<file path="src/rtl/fetch_unit.sv">
// Instruction fetch stage: owns the PC, issues 1-cycle-latency imem reads and
// buffers returned words in a 2-entry FIFO that feeds decode over valid/ready.
module fetch_unit #(
  parameter int                INSTR_W  = 19,
  parameter int                ADDR_W   = 14,
  parameter logic [ADDR_W-1:0] RESET_PC = '0
) (
  input  logic               clk,
  input  logic               rst,
  output logic               imem_req,
  output logic [ADDR_W-1:0]  imem_addr,
  input  logic [INSTR_W-1:0] imem_rdata,
  input  logic               redirect_valid,
  input  logic [ADDR_W-1:0]  redirect_pc,
  output logic               instr_valid,
  input  logic               instr_ready,
  output logic [INSTR_W-1:0] instr_out,
  output logic [ADDR_W-1:0]  pc_out
);

  logic [ADDR_W-1:0]  pc;
  logic [ADDR_W-1:0]  inflight_addr;
  logic               inflight;
  logic               drop;
  logic [1:0]         count;

  // Shift-style FIFO: entry 0 is always the head, so outputs come straight from flops.
  logic [INSTR_W-1:0] q_instr0, q_instr1;
  logic [ADDR_W-1:0]  q_pc0, q_pc1;

  logic               pop;
  logic               push;
  logic               issue;
  logic [2:0]         occupancy;

  assign instr_valid = (count != 2'd0);
  assign instr_out   = q_instr0;
  assign pc_out      = q_pc0;
  assign imem_addr   = pc;
  assign imem_req    = issue;

  // Occupancy counts buffered words plus the one in flight, net of this cycle's pop.
  always_comb begin
    pop       = instr_valid & instr_ready;
    occupancy = {1'b0, count} + {2'b00, inflight} - {2'b00, pop};
    issue     = !rst && !redirect_valid && (occupancy < 3'd2);
    push      = inflight && !drop && !redirect_valid;
  end

  always_ff @(posedge clk) begin
    if (rst) begin
      pc            <= RESET_PC;
      inflight_addr <= RESET_PC;
      inflight      <= 1'b0;
      drop          <= 1'b0;
      count         <= 2'd0;
      q_instr0      <= '0;
      q_instr1      <= '0;
      q_pc0         <= '0;
      q_pc1         <= '0;
    end else begin
      inflight <= issue;
      drop     <= redirect_valid & inflight;
      if (issue) begin
        inflight_addr <= pc;
        pc            <= pc + 1'b1;
      end
      if (redirect_valid) begin
        pc    <= redirect_pc;
        count <= 2'd0;
      end else begin
        case ({push, pop})
          2'b10: begin
            if (count == 2'd0) begin
              q_instr0 <= imem_rdata;
              q_pc0    <= inflight_addr;
            end else begin
              q_instr1 <= imem_rdata;
              q_pc1    <= inflight_addr;
            end
            count <= count + 1'b1;
          end
          2'b01: begin
            q_instr0 <= q_instr1;
            q_pc0    <= q_pc1;
            count    <= count - 1'b1;
          end
          2'b11: begin
            if (count == 2'd1) begin
              q_instr0 <= imem_rdata;
              q_pc0    <= inflight_addr;
            end else begin
              q_instr0 <= q_instr1;
              q_pc0    <= q_pc1;
              q_instr1 <= imem_rdata;
              q_pc1    <= inflight_addr;
            end
          end
          default: begin
          end
        endcase
      end
    end
  end

endmodule
</file>
<file path="config.mk">
export PLATFORM = sky130hd
export DESIGN_NAME = fetch_unit
export DESIGN_NICKNAME = d
export VERILOG_FILES = /design/src/rtl/fetch_unit.sv
export SDC_FILE = /design/constraint.sdc
export NUM_CORES = 1
export LEC_CHECK = 0
export ABC_AREA = 1
export BUFFER_PORTS_ARGS = -buffer_cell sky130_fd_sc_hd__buf_2
export CORE_AREA = 5 5 99 101
export CTS_BUF_LIST = sky130_fd_sc_hd__clkbuf_2 sky130_fd_sc_hd__clkbuf_4 sky130_fd_sc_hd__clkbuf_8
export DETAILED_ROUTE_END_ITERATION = 8
export DIE_AREA = 0 0 104 106
export GPL_TIMING_DRIVEN = 0
export PLACE_DENSITY = 0.78
export SLEW_MARGIN = 20
export SYNTH_ARGS = -nofsm -noshare
export SYNTH_HDL_FRONTEND = slang
export SYNTH_SLANG_ARGS = --single-unit
</file>
<file path="constraint.sdc">
create_clock -name clk -period 3.7 [get_ports clk]
set_input_delay 0.74 -clock clk [delete_from_list [all_inputs] [get_ports clk]]
set_output_delay 0.74 -clock clk [all_outputs]
set_load 0.01 [all_outputs]
</file>
Word level (Yosys, flattened, before mapping)
Index checks and enable logic that the tools add are counted.
{"block": "classes", "n_addsub": 5, "magnitude_cmp": 1, "n_eq_ne": 7, "n_mux": 15, "n_bitwise": 3, "n_reduce_logical": 16}
{"op": "14-bit two-way mux", "count": 6}
{"op": "19-bit two-way mux", "count": 4}
{"op": "19-bit case mux with 3 select lines", "count": 1}
{"op": "14-bit case mux with 3 select lines", "count": 1}
{"op": "19-bit case mux with 2 select lines", "count": 1}
{"op": "14-bit case mux with 2 select lines", "count": 1}
{"op": "14-bit by 1-bit adder with 14-bit output (second input constant)", "count": 1}
{"op": "2-bit nonzero test", "count": 4}
{"op": "2-bit != test (second input constant)", "count": 3}
{"op": "2-bit by 1-bit equality test with 1-bit output (second input constant)", "count": 2}
{"op": "2-bit equality test (second input constant)", "count": 2}
{"op": "1-bit logical AND", "count": 4}
{"op": "2-bit case mux with 2 select lines", "count": 1}
{"op": "4-bit AND reduction", "count": 1}
{"op": "2-bit by 1-bit adder with 3-bit output", "count": 1}
{"op": "1-bit logical NOT", "count": 3}
{"op": "3-bit by 2-bit < comparator with 1-bit output (second input constant)", "count": 1}
{"op": "3-bit AND reduction", "count": 1}
{"op": "3-bit nonzero test", "count": 1}
{"op": "3-bit by 1-bit subtractor with 3-bit output", "count": 1}
{"op": "2-bit by 1-bit adder with 2-bit output (second input constant)", "count": 1}
{"op": "1-bit bitwise AND", "count": 2}
{"op": "2-bit logical NOT", "count": 1}
{"op": "2-bit OR reduction", "count": 1}
{"op": "2 further kinds", "count": 2}
{"block": "totals", "reg_bits": 98, "inputBits": 37, "word_cells": 56}

Depth between registers and ports, before layout
{"block": "depth", "depth_word": 7, "ltp_mapped": 19, "ltp_nobuf": 18}

Worst setup path before layout
OpenSTA, ideal clock, no wires.
{"block": "synth_path", "path_kind": "input to output", "start": "input port instr_ready", "end": "output port imem_req", "arrival_time_ps": 2696, "setup_slack_ps": 264, "stages": 12, "path_cell_list": "nand2_1 -> inv_2 -> buf_2 -> ha_1 -> or2_2 -> fa_1 -> inv_1 -> nor2_8 -> nand2_4 -> inv_2 -> buf_6 -> buf_6"}
{"block": "synth_via", "elab_chain_cells": 4}
{"element": "from (decl)", "line": "16", "text": "input logic instr_ready,"}
{"element": "1-bit bitwise AND", "line": "44", "text": "pop = instr_valid & instr_ready;"}
{"element": "3-bit by 1-bit subtractor with 3-bit output", "line": "45", "text": "occupancy = {1'b0, count} + {2'b00, inflight} - {2'b00, pop};"}
{"element": "3-bit by 2-bit < comparator with 1-bit output", "line": "46", "text": "issue = !rst && !redirect_valid && (occupancy < 3'd2);"}
{"element": "1-bit logical AND", "line": "46"}
{"element": "to (decl)", "line": "10", "text": "output logic imem_req,"}
Every way passes these cells.

Final worst setup path
{"block": "layout_path", "start": "register count[0]", "end": "output port imem_req"}
{"block": "layout_via", "elab_chain_cells": 5, "elab_cells_between_ends": 6, "cone_classes": "add/sub: 2; order compare: 1; bitwise: 1; reduce/logical: 2"}
{"element": "from (decl)", "line": "25", "text": "logic [1:0] count;"}
{"element": "from (signal assigned)", "line": "81", "text": "count <= count + 1'b1;"}
{"element": "from (signal assigned)", "line": "86", "text": "count <= count - 1'b1;"}
{"element": "parallel branches: the longest is 2 deep, another holds 2-bit by 1-bit adder with 3-bit output"}
{"element": "3-bit by 1-bit subtractor with 3-bit output (*)", "line": "45"}
{"element": "3-bit by 2-bit < comparator with 1-bit output (*)", "line": "46"}
{"element": "1-bit logical AND (*)", "line": "46"}
Mark *: on every way between the ends.

==> run_results.csv <==
group,metric,value,unit
floorplan,num_io_pins,86,
power_and_ir_drop,pwr-share-seq,54.1,%
grt,grt_use_total,20.8,%
grt,grt_max_degree,20,
cells_and_area,nets,821,
floorplan,fp.dieW,104,um
clock_network,max-clock-path-buffers,2,
critical_path,crit-reg2reg-launch,"count[0]$_SDFFE_PN0P_",
critical_path,r2r_end,"imem_addr[6]$_SDFFE_PP0P_",
drt,antenna_left,0,
grt,antenna_found_initial,0,
cells_and_area,syn_to_final_growth,16.0,%
critical_path,critPathKind,"register to output pin",
placement,gp_congestion,0.881,
logic_synthesis,syn_nets,727,
power_and_ir_drop,p_leak,2.71,nW
clock_network,cts.sink_count,98,
floorplan,dieArea,11000,um2
floorplan,core-area,8930,um2
worst_hold_path,hold_end,"drop$_SDFF_PP0_",
cells_and_area,drive_gt1_share,18.1,%
sta,hold_viol_final,0,
logic_synthesis,ys_types,31,
critical_path,worstRegToRegCells,17,
power_and_ir_drop,power_density,386,nW/um2
worst_hold_path,min_path_type,"register to register",
clock_network,cts_tree,"done",
sta,fmax,282,MHz
drt,wl,11400,um
power_and_ir_drop,swShare,28.8,%
critical_path,critPathCaptureType,"output pin",
drt,dr.first_iter.drc_count,265,
logic_synthesis,synthCells,681,
cells_and_area,fin_util,61.3,%
clock_network,cts_root_buf,"clkbuf_8",
placement,place_ws,-0.182,ns
logic_synthesis,yosys-top-cells-area,"dfxtp_1, o21ai_0, inv_1",
clock_network,htreeDepth,3,
floorplan,row_count,35,
worst_hold_path,hold_depth,2,
logic_synthesis,synth.yosys.seq_area_share,41.5,%
status,status,"finished, final reports clean",
clock_network,ctsHoldBuffers,0,
cells_and_area,antenna_cells,0,
logic_synthesis,yosys_register_bits,98,
floorplan,start_util,52.9,%
run,drv_cap,0,
sta,setup_tns,0,ns
critical_path,cp_data_required_time,2.96,ns
grt,first_global_vias,4274,
sta,slew_violations,0,
logic_synthesis,netlist.area_leader.share,41.5,%
drt,drc,0,
critical_path,start_kind,"register",
sta,setup_violations,0,
drt,post_drt_wl_per_cell,12.7,um
sta,tightest_slew,0.553,ns
drt,num_vias,4481,
clock_network,clock_latency,0.37,ns
floorplan,die_h,106,um
sta,relSlewSlack,63.1,%
sta,fin_ws,0.159,ns
grt,overflow,0,
placement,port_buffers,83,
clock_network,clk_pin_slew,0.09,ns
logic_synthesis,syn-mean-instance-area,6.93,um2
critical_path,cp.arrival,2.80,ns
logic_synthesis,yosysTopAreaCell,"dfxtp_1",
critical_path,cp_max_fo,19,
sta,finalCritPeriodShare,95.7,%
sta,grt_setup_unrepaired,"no",
logic_synthesis,syn-cell-area,4720,um2
critical_path,rrSetupSlack,1.02,ns
power_and_ir_drop,p_switching,0.610,mW
power_and_ir_drop,peakVddDrop,0.206,mV
drt,dr.pass1.iters,6,
power_and_ir_drop,pwr-share-comb,14.9,%
drt,viasPerCell,5.03,
logic_synthesis,yosys_warnings,0,
clock_network,numCtsBuffers,9,
placement,dp_hpwl,8610,um
sta,fin_skew,0.0114,ns
grt,grt_pass1_wl,19400,um
power_and_ir_drop,clock_power_share,31.0,%
sta,period_minus_slack,3.54,ns
worst_hold_path,hold_start,"inflight$_SDFF_PP0_",
power_and_ir_drop,cellInternalPower,1.51,mW
==> synthesized netlist by cell type <==
master    instances
a211oi_1          1
a211oi_2          1
a21oi_1          60
a22oi_1           2
buf_1             1
buf_2             9
buf_4             3
buf_6             9
clkbuf_1         17
clkbuf_2          3
dfxtp_1          98
fa_1              1
ha_1              8
inv_1           102
inv_2             4
inv_4             1
inv_6             1
nand2_1          90
nand2_4           2
nand3_1          56
nand4_1           1
nor2_1           81
nor2_4            1
nor2_8            1
nor3_1            2
o21ai_0         108
o21ai_1          13
o21bai_1          1
o21bai_2          1
or2_2             1
xor2_1            2
==> cell families after synthesis <==
| group | after synthesis | synth area share (%) |
|---|---|---|
| adders and majority gates | 9 | 2.54 |
| DFF | 98 | 41.5 |
| xor gates and xnor gates | 2 | 0.371 |
| and+or+nand+nor | 235 | 21.1 |
| buffers and inverters | 150 | 14.1 |
| AOI/OAI and AO/OA | 187 | 20.3 |
==> worst max-delay path by stage <==
stage	startpoint	end	slack (ns)	cells past startpoint
after CTS	count[0]$_SDFFE_PN0P_	imem_req	0.08	14
after detailed placement	instr_ready	imem_req	-0.18	14
after global routing	count[1]$_SDFFE_PN0P_	imem_req	0.03	14
final	count[0]$_SDFFE_PN0P_	imem_req	0.16	14
after global placement	instr_ready	imem_req	-0.18	14
after floorplan	instr_ready	imem_req	0.26	12
==> power groups by stage <==
stage	combinational (mW)	sequential (mW)	clock, mW
finish	0.316	1.14	0.655
global route	0.359	1.15	0.709
CTS	0.314	1.14	0.667
detailed placement	0.313	1.17	0
global placement	0.306	1.17	0
floorplan	0.195	1.18	0
==> metrics by stage <==
stage | power [mW] | cell area, um2 | hold slack, ns | cells
after floorplan | 1.37 | 4720 | 0.428 | 681
after global routing | 2.22 | 5480 | 0.502 | 891
after CTS | 2.13 | 5470 | 0.471 | 891
after detailed placement | 1.48 | 5280 | 0.467 | 875
final | 2.12 | 5480 | 0.470 | 891
after global placement | 1.47 | 5280 | 0.450 | 875
==> layer usage <==
layer	up-vias	GRT usage, %	share of wire [%]
met5	-	0	0
met4	0	7.59	1.3
met3	12	3.83	5.9
met2	124	35.7	47
met1	1978	26.1	46
li1	2367	-	-
==> final cells by class <==
class                           count  area, um2
Fill cell                         835       3450
Multi-Input combinational cell    433       2100
Sequential cell                    98       1960
Timing Repair Buffer               85        430
Inverter                          108        415
Buffer                             40        244
Clock buffer                       11        145
Tap cell                          111        139
Clock inverter                      5       37.5
==> what timing repair did <==
| action | CTS | global route |
|---|---|---|
| resized for setup | 6 | 3 |
| setup endpoints to repair | 1 | 1 |
| gates cloned | 0 | 0 |
| setup buffers | 2 | 0 |
==> state kept, by name (all words and copies together), names as in the netlist, 2 cells and up <==
register,count
pc_out,14
q_pc1,14
count,2
instr_out,19
imem_addr,14
inflight_addr,14
q_instr1,19
==> critical path, stage by stage, from the launching register on <==
cell     delay, ns
dfxtp_2       0.34
inv_1         0.07
ha_1          0.21
inv_2         0.09
nand2_4       0.08
inv_4         0.06
ha_1          0.21
or2_2         0.30
fa_1          0.50
inv_2         0.06
nor2_8        0.11
nand2_4       0.07
inv_2         0.07
buf_12        0.14
buf_2         0.13
==> cells in the final DEF (no fill, tap or decap), drive strengths merged, types with 2 or more instances in the layout <==
cell / n
o21bai: 2
nor3: 2
dfxtp: 98
buf: 105
o21ai: 121
a22oi: 2
ha: 8
clkinvlp: 2
xor2: 2
a211oi: 2
clkbuf: 31
a21oi: 60
nor2: 83
nand2: 92
inv: 110
nand3: 56
No activity file was read; power rests on OpenSTA's default activity.
